[config.mk]
export PLATFORM = sky130hd
export DESIGN_NAME = down_timer
export DESIGN_NICKNAME = d
export VERILOG_FILES = /design/src/rtl/down_timer_pkg.sv /design/src/rtl/down_timer.sv
export SDC_FILE = /design/constraint.sdc
export NUM_CORES = 1
export LEC_CHECK = 0
export BUFFER_PORTS_ARGS = -buffer_cell sky130_fd_sc_hd__buf_2
export CAP_MARGIN = 20
export CORE_MARGIN = 8
export CORE_UTILIZATION = 50
export CTS_CLUSTER_DIAMETER = 120
export DETAILED_ROUTE_END_ITERATION = 16
export HOLD_SLACK_MARGIN = 0.12
export PLACE_DENSITY_LB_ADDON = 0.15
export SLEW_MARGIN = 20
export SYNTH_ARGS = -nofsm -noshare
export SYNTH_HDL_FRONTEND = slang
export SYNTH_SLANG_ARGS = --single-unit
export TNS_END_PERCENT = 50
[constraint.sdc]
create_clock -name clk -period 4.1 [get_ports clk]
set_input_delay 0 -clock clk [delete_from_list [all_inputs] [get_ports clk]]
set_output_delay 0 -clock clk [all_outputs]
set_load 0.005 [all_outputs]
[src/rtl/down_timer_pkg.sv]
// down_timer_pkg: shared constants for the loadable down-counting timer.
//   ST_IDLE / ST_RUN : state encoding (legacy-compatible localparams)
package down_timer_pkg;

    localparam logic [0:0] ST_IDLE = 1'b0;
    localparam logic [0:0] ST_RUN  = 1'b1;

endpackage : down_timer_pkg

[src/rtl/down_timer.sv]
// down_timer: loadable down-counting timer with terminal-count pulse and optional auto-reload.
// Ports:
//   clk          rising-edge clock
//   reset        asynchronous, active-high reset
//   load         strobe; capture load_value into count and reload register
//   load_value   start/reload value N (0 parks the timer in IDLE)
//   enable       decrement qualifier while running
//   stop         abort countdown, count held
//   auto_reload  sampled at terminal count: 1 = restart from reload register, 0 = stop
//   count        current count (registered)
//   busy         high while running (registered)
//   done         one-cycle pulse on terminal count (registered)
module down_timer
    import down_timer_pkg::*;
#(
    parameter int unsigned WIDTH = 8
) (
    input  logic             clk,
    input  logic             reset,
    input  logic             load,
    input  logic [WIDTH-1:0] load_value,
    input  logic             enable,
    input  logic             stop,
    input  logic             auto_reload,
    output logic [WIDTH-1:0] count,
    output logic             busy,
    output logic             done
);

    localparam logic [WIDTH-1:0] CNT_ZERO = '0;
    localparam logic [WIDTH-1:0] CNT_ONE  = {{(WIDTH-1){1'b0}}, 1'b1};

    logic [0:0]       state_q, state_d;
    logic [WIDTH-1:0] count_q, count_d;
    logic [WIDTH-1:0] reload_q, reload_d;
    logic             done_q, done_d;

    // Priority: load > stop > decrement.
    always_comb begin
        state_d  = state_q;
        count_d  = count_q;
        reload_d = reload_q;
        done_d   = 1'b0;
        if (load) begin
            count_d  = load_value;
            reload_d = load_value;
            state_d  = (load_value != CNT_ZERO) ? ST_RUN : ST_IDLE;
        end else if (stop) begin
            state_d = ST_IDLE;
        end else if (state_q == ST_RUN && enable) begin
            if (count_q == CNT_ONE) begin
                done_d = 1'b1;
                if (auto_reload) begin
                    // reload_q is nonzero whenever RUN was entered, so count stays nonzero.
                    count_d = reload_q;
                end else begin
                    count_d = CNT_ZERO;
                    state_d = ST_IDLE;
                end
            end else begin
                count_d = count_q - CNT_ONE;
            end
        end
    end

    always_ff @(posedge clk or posedge reset) begin
        if (reset) begin
            state_q  <= ST_IDLE;
            count_q  <= CNT_ZERO;
            reload_q <= CNT_ZERO;
            done_q   <= 1'b0;
        end else begin
            state_q  <= state_d;
            count_q  <= count_d;
            reload_q <= reload_d;
            done_q   <= done_d;
        end
    end

    assign count = count_q;
    assign busy  = (state_q == ST_RUN);
    assign done  = done_q;

    // Structural invariants of the countdown.
    a_busy_nonzero : assert property (@(posedge clk) disable iff (reset)
        (state_q == ST_RUN) |-> (count_q != CNT_ZERO));

    a_done_after_one : assert property (@(posedge clk) disable iff (reset)
        done_q |-> ($past(count_q) == CNT_ONE));

    a_hold_when_idle_input : assert property (@(posedge clk) disable iff (reset)
        (!enable && !load) |=> $stable(count_q));

endmodule : down_timer
==> results.sh <==
export IMPL_status="finished clean"
export IMPL_cts_tree="yes"
export IMPL_layout_cells_non_filler=174
export IMPL_grt_max_degree=23
export IMPL_yosys_synthesis_warning_count=0
export IMPL_antenna_found_initial=0
export IMPL_timing_critical_path_from_type="flip-flop"
export IMPL_insertion_delay_ns=0.29
export IMPL_clk_path_buf_depth=2
export IMPL_endpoint_kind_of_the_worst_setup_timing_path="flip-flop"
export IMPL_dp_hpwl_um=1980
export IMPL_total_leakage_power_nw=0.594
export IMPL_grt_ovfl_total=0
export IMPL_rsz0062_at_grt="no"
export IMPL_numCtsBuffers=3
export IMPL_pwr_density_cell_nw_per_um2=312
export IMPL_fin_worst_hold_slack_ns=0.147
export IMPL_cts_repair_resize_count=0
export IMPL_synthToLayoutAreaGrowth_pct=25.1
export IMPL_final_cell_mix="sky130_fd_sc_hd__buf_2 (23), sky130_fd_sc_hd__dfrtp_1 (18), sky130_fd_sc_hd__dlygate4sd3_1 (13)"
export IMPL_port_buffers=23
export IMPL_initial_core_util=0.538
export IMPL_critical_path_top_delay_family="simple AND/OR/NAND/NOR gates"
export IMPL_worstPathArrival_ns=2.90
export IMPL_dp_cells=158
export IMPL_num_nets_final=165
export IMPL_clk_pin_slew_ns=0.10
export IMPL_critPathMaxFanout=11
export IMPL_clock_skew_ns=0.00363
export IMPL_dpl_worst_slack_ns=1.92
export IMPL_fp_dieH_um=62.4
export IMPL_vias_per_cell=5.77
export IMPL_seq_power_share=0.534
export IMPL_layout_min_cycle_time_ns=2.71
export IMPL_finalHoldViolations=0
export IMPL_final_fill_count=183
export IMPL_drv_max_cap_violation_count=0
export IMPL_critical_path_max_stage_delay_ns=0.75
export IMPL_finalWeightedCongestion=0.839
export IMPL_synth_seq_cells=18
export IMPL_drt_antenna_violating_nets=0
export IMPL_clock_power_share=0.209
export IMPL_power_switching_w=0.000136
export IMPL_synth_sequential_area_ratio=0.419
export IMPL_final_setup_worst_slack_ns=1.39
export IMPL_design_core_area_um2=2000
export IMPL_fp_dieArea_um2=3890
export IMPL_postSynthNetCount=129
export IMPL_drt_drc_violations_left=0
export IMPL_via_count_of_the_first_global_routing_pass=1057
export IMPL_slew_headroom=0.379
export IMPL_cts_sinks=18
export IMPL_hold_path_class="in2reg"
export IMPL_commonest_non_fill_non_tap_cell_in_the_layout="sky130_fd_sc_hd__buf_2"
export IMPL_worst_slew_pin_slew_ns=0.929
export IMPL_vias=1004
export IMPL_die_boundary_width_um=62.4
export IMPL_timing_critical_path_slowest_stage_cell="sky130_fd_sc_hd__nor4b_2"
export IMPL_syn_cell_area_um2=1080
export IMPL_max_clock_freq_mhz=369
export IMPL_drt_wl_total_um=2700
export IMPL_ir_drop_uv=210
export IMPL_synthesis_area_per_instance_um2=9.52
export IMPL_setup_viol=0
export IMPL_worstPathRequired_ns=4.29
export IMPL_antennaDiodeCount=0
export IMPL_drtPass1Iterations=4
export IMPL_ctsHtreeMaxLevel=1
export IMPL_setup_worst_path_class="reg2reg"
export IMPL_finalMaxSlewViolations=0
export IMPL_drtIter0Drc=43
export IMPL_post_drt_wl_per_cell_um=15.5
export IMPL_netSwitchingFraction=0.324
export IMPL_synth_cells=113
export IMPL_share_of_final_layout_standard_cells_stronger_than_drive_strength_1=0.252
export IMPL_final_setup_tns_ns=0
export IMPL_grt_util_all_layers=0.140
export IMPL_cell_by_cell_trace_of_the_critical_path="inv_1 -> ha_1 -> nor4b_2 -> and2_4 -> nand3_1 -> a31o_1 -> dlygate4sd3_1"
export IMPL_post_cts_buffers=0
export IMPL_core_rows=16
export IMPL_post_synth_num_cell_types=42
export IMPL_cp_buffers_inverters=2
export IMPL_power_frac_comb=0.257
export IMPL_root_buffer="sky130_fd_sc_hd__clkbuf_4"
export IMPL_grt_first_pass_wirelength_um=4670
export IMPL_internal_power_w=0.000284
export IMPL_fin_crit_share=0.661
export IMPL_top_level_ports=24
-- area by class of cell --
cell class              instances  area, um^2  area share
multi-input cells              82         564       0.419
flip-flops and latches         18         450       0.335
repair buffers                 36         245       0.182
well taps                      27        33.8      0.0251
inverters                       8        30.0      0.0223
clock buffers                   3        22.5      0.0167
-- Yosys cell counts --
library cell                count  area share
sky130_fd_sc_hd__a221oi_2       1       0.014
sky130_fd_sc_hd__ha_1           2       0.023
sky130_fd_sc_hd__clkbuf_1       1      0.0035
sky130_fd_sc_hd__a21boi_0       1      0.0070
sky130_fd_sc_hd__nor4_2         1       0.012
sky130_fd_sc_hd__a211oi_2       1       0.012
sky130_fd_sc_hd__nor2b_1        4       0.023
sky130_fd_sc_hd__nor2_1        10       0.035
sky130_fd_sc_hd__a22oi_1        2       0.014
sky130_fd_sc_hd__and2_1         1      0.0058
sky130_fd_sc_hd__a41oi_1        1      0.0081
sky130_fd_sc_hd__or2_2          1      0.0058
sky130_fd_sc_hd__nor3_1         2      0.0093
sky130_fd_sc_hd__o22ai_1        1      0.0058
sky130_fd_sc_hd__a21o_1         2       0.014
sky130_fd_sc_hd__a221oi_1       3       0.024
sky130_fd_sc_hd__inv_1          8       0.028
sky130_fd_sc_hd__buf_4          1      0.0070
sky130_fd_sc_hd__nor4_1         3       0.017
sky130_fd_sc_hd__a21oi_1        7       0.033
sky130_fd_sc_hd__a221o_1        1      0.0093
sky130_fd_sc_hd__buf_6          1       0.010
sky130_fd_sc_hd__mux2_2         4       0.042
sky130_fd_sc_hd__buf_2          1      0.0046
sky130_fd_sc_hd__nor3_4         1       0.015
sky130_fd_sc_hd__o211ai_1       2       0.014
sky130_fd_sc_hd__a211oi_1       1      0.0070
sky130_fd_sc_hd__nor4b_2        1       0.014
sky130_fd_sc_hd__nand3_1        2      0.0093
sky130_fd_sc_hd__and3_1         1      0.0058
sky130_fd_sc_hd__buf_1          1      0.0035
sky130_fd_sc_hd__and2_4         1      0.0081
sky130_fd_sc_hd__nand2_1        6       0.021
sky130_fd_sc_hd__a31o_1         1      0.0081
sky130_fd_sc_hd__dfrtp_1       18        0.42
sky130_fd_sc_hd__o21ai_1        4       0.019
sky130_fd_sc_hd__o21a_1         3       0.021
sky130_fd_sc_hd__nand4bb_1      1       0.010
sky130_fd_sc_hd__o2bb2ai_1      1      0.0081
sky130_fd_sc_hd__a31oi_1        4       0.023
sky130_fd_sc_hd__xor2_1         1      0.0081
sky130_fd_sc_hd__o21ai_0        4       0.019
-- metal layers --
metal / vias up / wire length, um / track usage
met2: 36 / 1230 / 0.232
met1: 472 / 1260 / 0.171
met5: - / 0 / 0
met4: 0 / 34 / 0.0399
met3: 6 / 177 / 0.0430
li1: 490 / - / -
-- registers in the layout, indices dropped and copies added, names as in the netlist --
| name | cells |
|---|---|
| reload_q | 8 |
| busy | 1 |
| done | 1 |
| count | 8 |
-- timing repair --
item,in CTS,in global routing
endpoints found under the setup margin,0,0
hold endpoints to repair,32,0
hold buffers,13,0
-- metrics by stage --
step	instance area (um^2)	utilization	power [W]
global placement	1190	0.596	0.000324
detailed placement	1190	0.596	0.000326
finish	1350	0.673	0.000420
floorplan	1080	-	0.000291
global route	1350	0.673	0.000443
CTS	1350	0.673	0.000420
-- final timing paths --
kind,from,to,slack (ns),depth (start not counted)
min,load,count[5],0.15,3
min reg2reg,reload_q[4],reload_q[4],0.53,1
max reg2reg,count[1],busy,1.39,7
max,count[1],busy,1.39,7
max in group asynchronous,reset,count[3],3.32,3
min in group asynchronous,reset,reload_q[0],0.35,3
-- power by group through the flow --
stage / logic, W / clock network [W] / registers (W)
global placement: 0.0000978 / 0 / 0.000227
global route: 0.000120 / 0.0000955 / 0.000228
finish: 0.000108 / 0.0000877 / 0.000224
detailed placement: 0.0000987 / 0 / 0.000227
CTS: 0.000109 / 0.0000880 / 0.000224
floorplan: 0.0000707 / 0 / 0.000220
-- worst reg2reg max path: stages, from the launching register on --
cell	delay, ns
sky130_fd_sc_hd__dfrtp_1	0.46
sky130_fd_sc_hd__inv_1	0.11
sky130_fd_sc_hd__ha_1	0.15
sky130_fd_sc_hd__nor4b_2	0.75
sky130_fd_sc_hd__and2_4	0.30
sky130_fd_sc_hd__nand3_1	0.08
sky130_fd_sc_hd__a31o_1	0.21
sky130_fd_sc_hd__dlygate4sd3_1	0.54
-- kinds of logic after synthesis --
family | count (synthesis) | synth area share
compound gates | 40 | 0.259
xor+xnor | 1 | 0.00814
fa+ha+maj | 2 | 0.0233
buf+inv | 13 | 0.0570
flops | 18 | 0.419
mux | 4 | 0.0419
simple gates | 35 | 0.192
(Power assumes the default switching activity.)
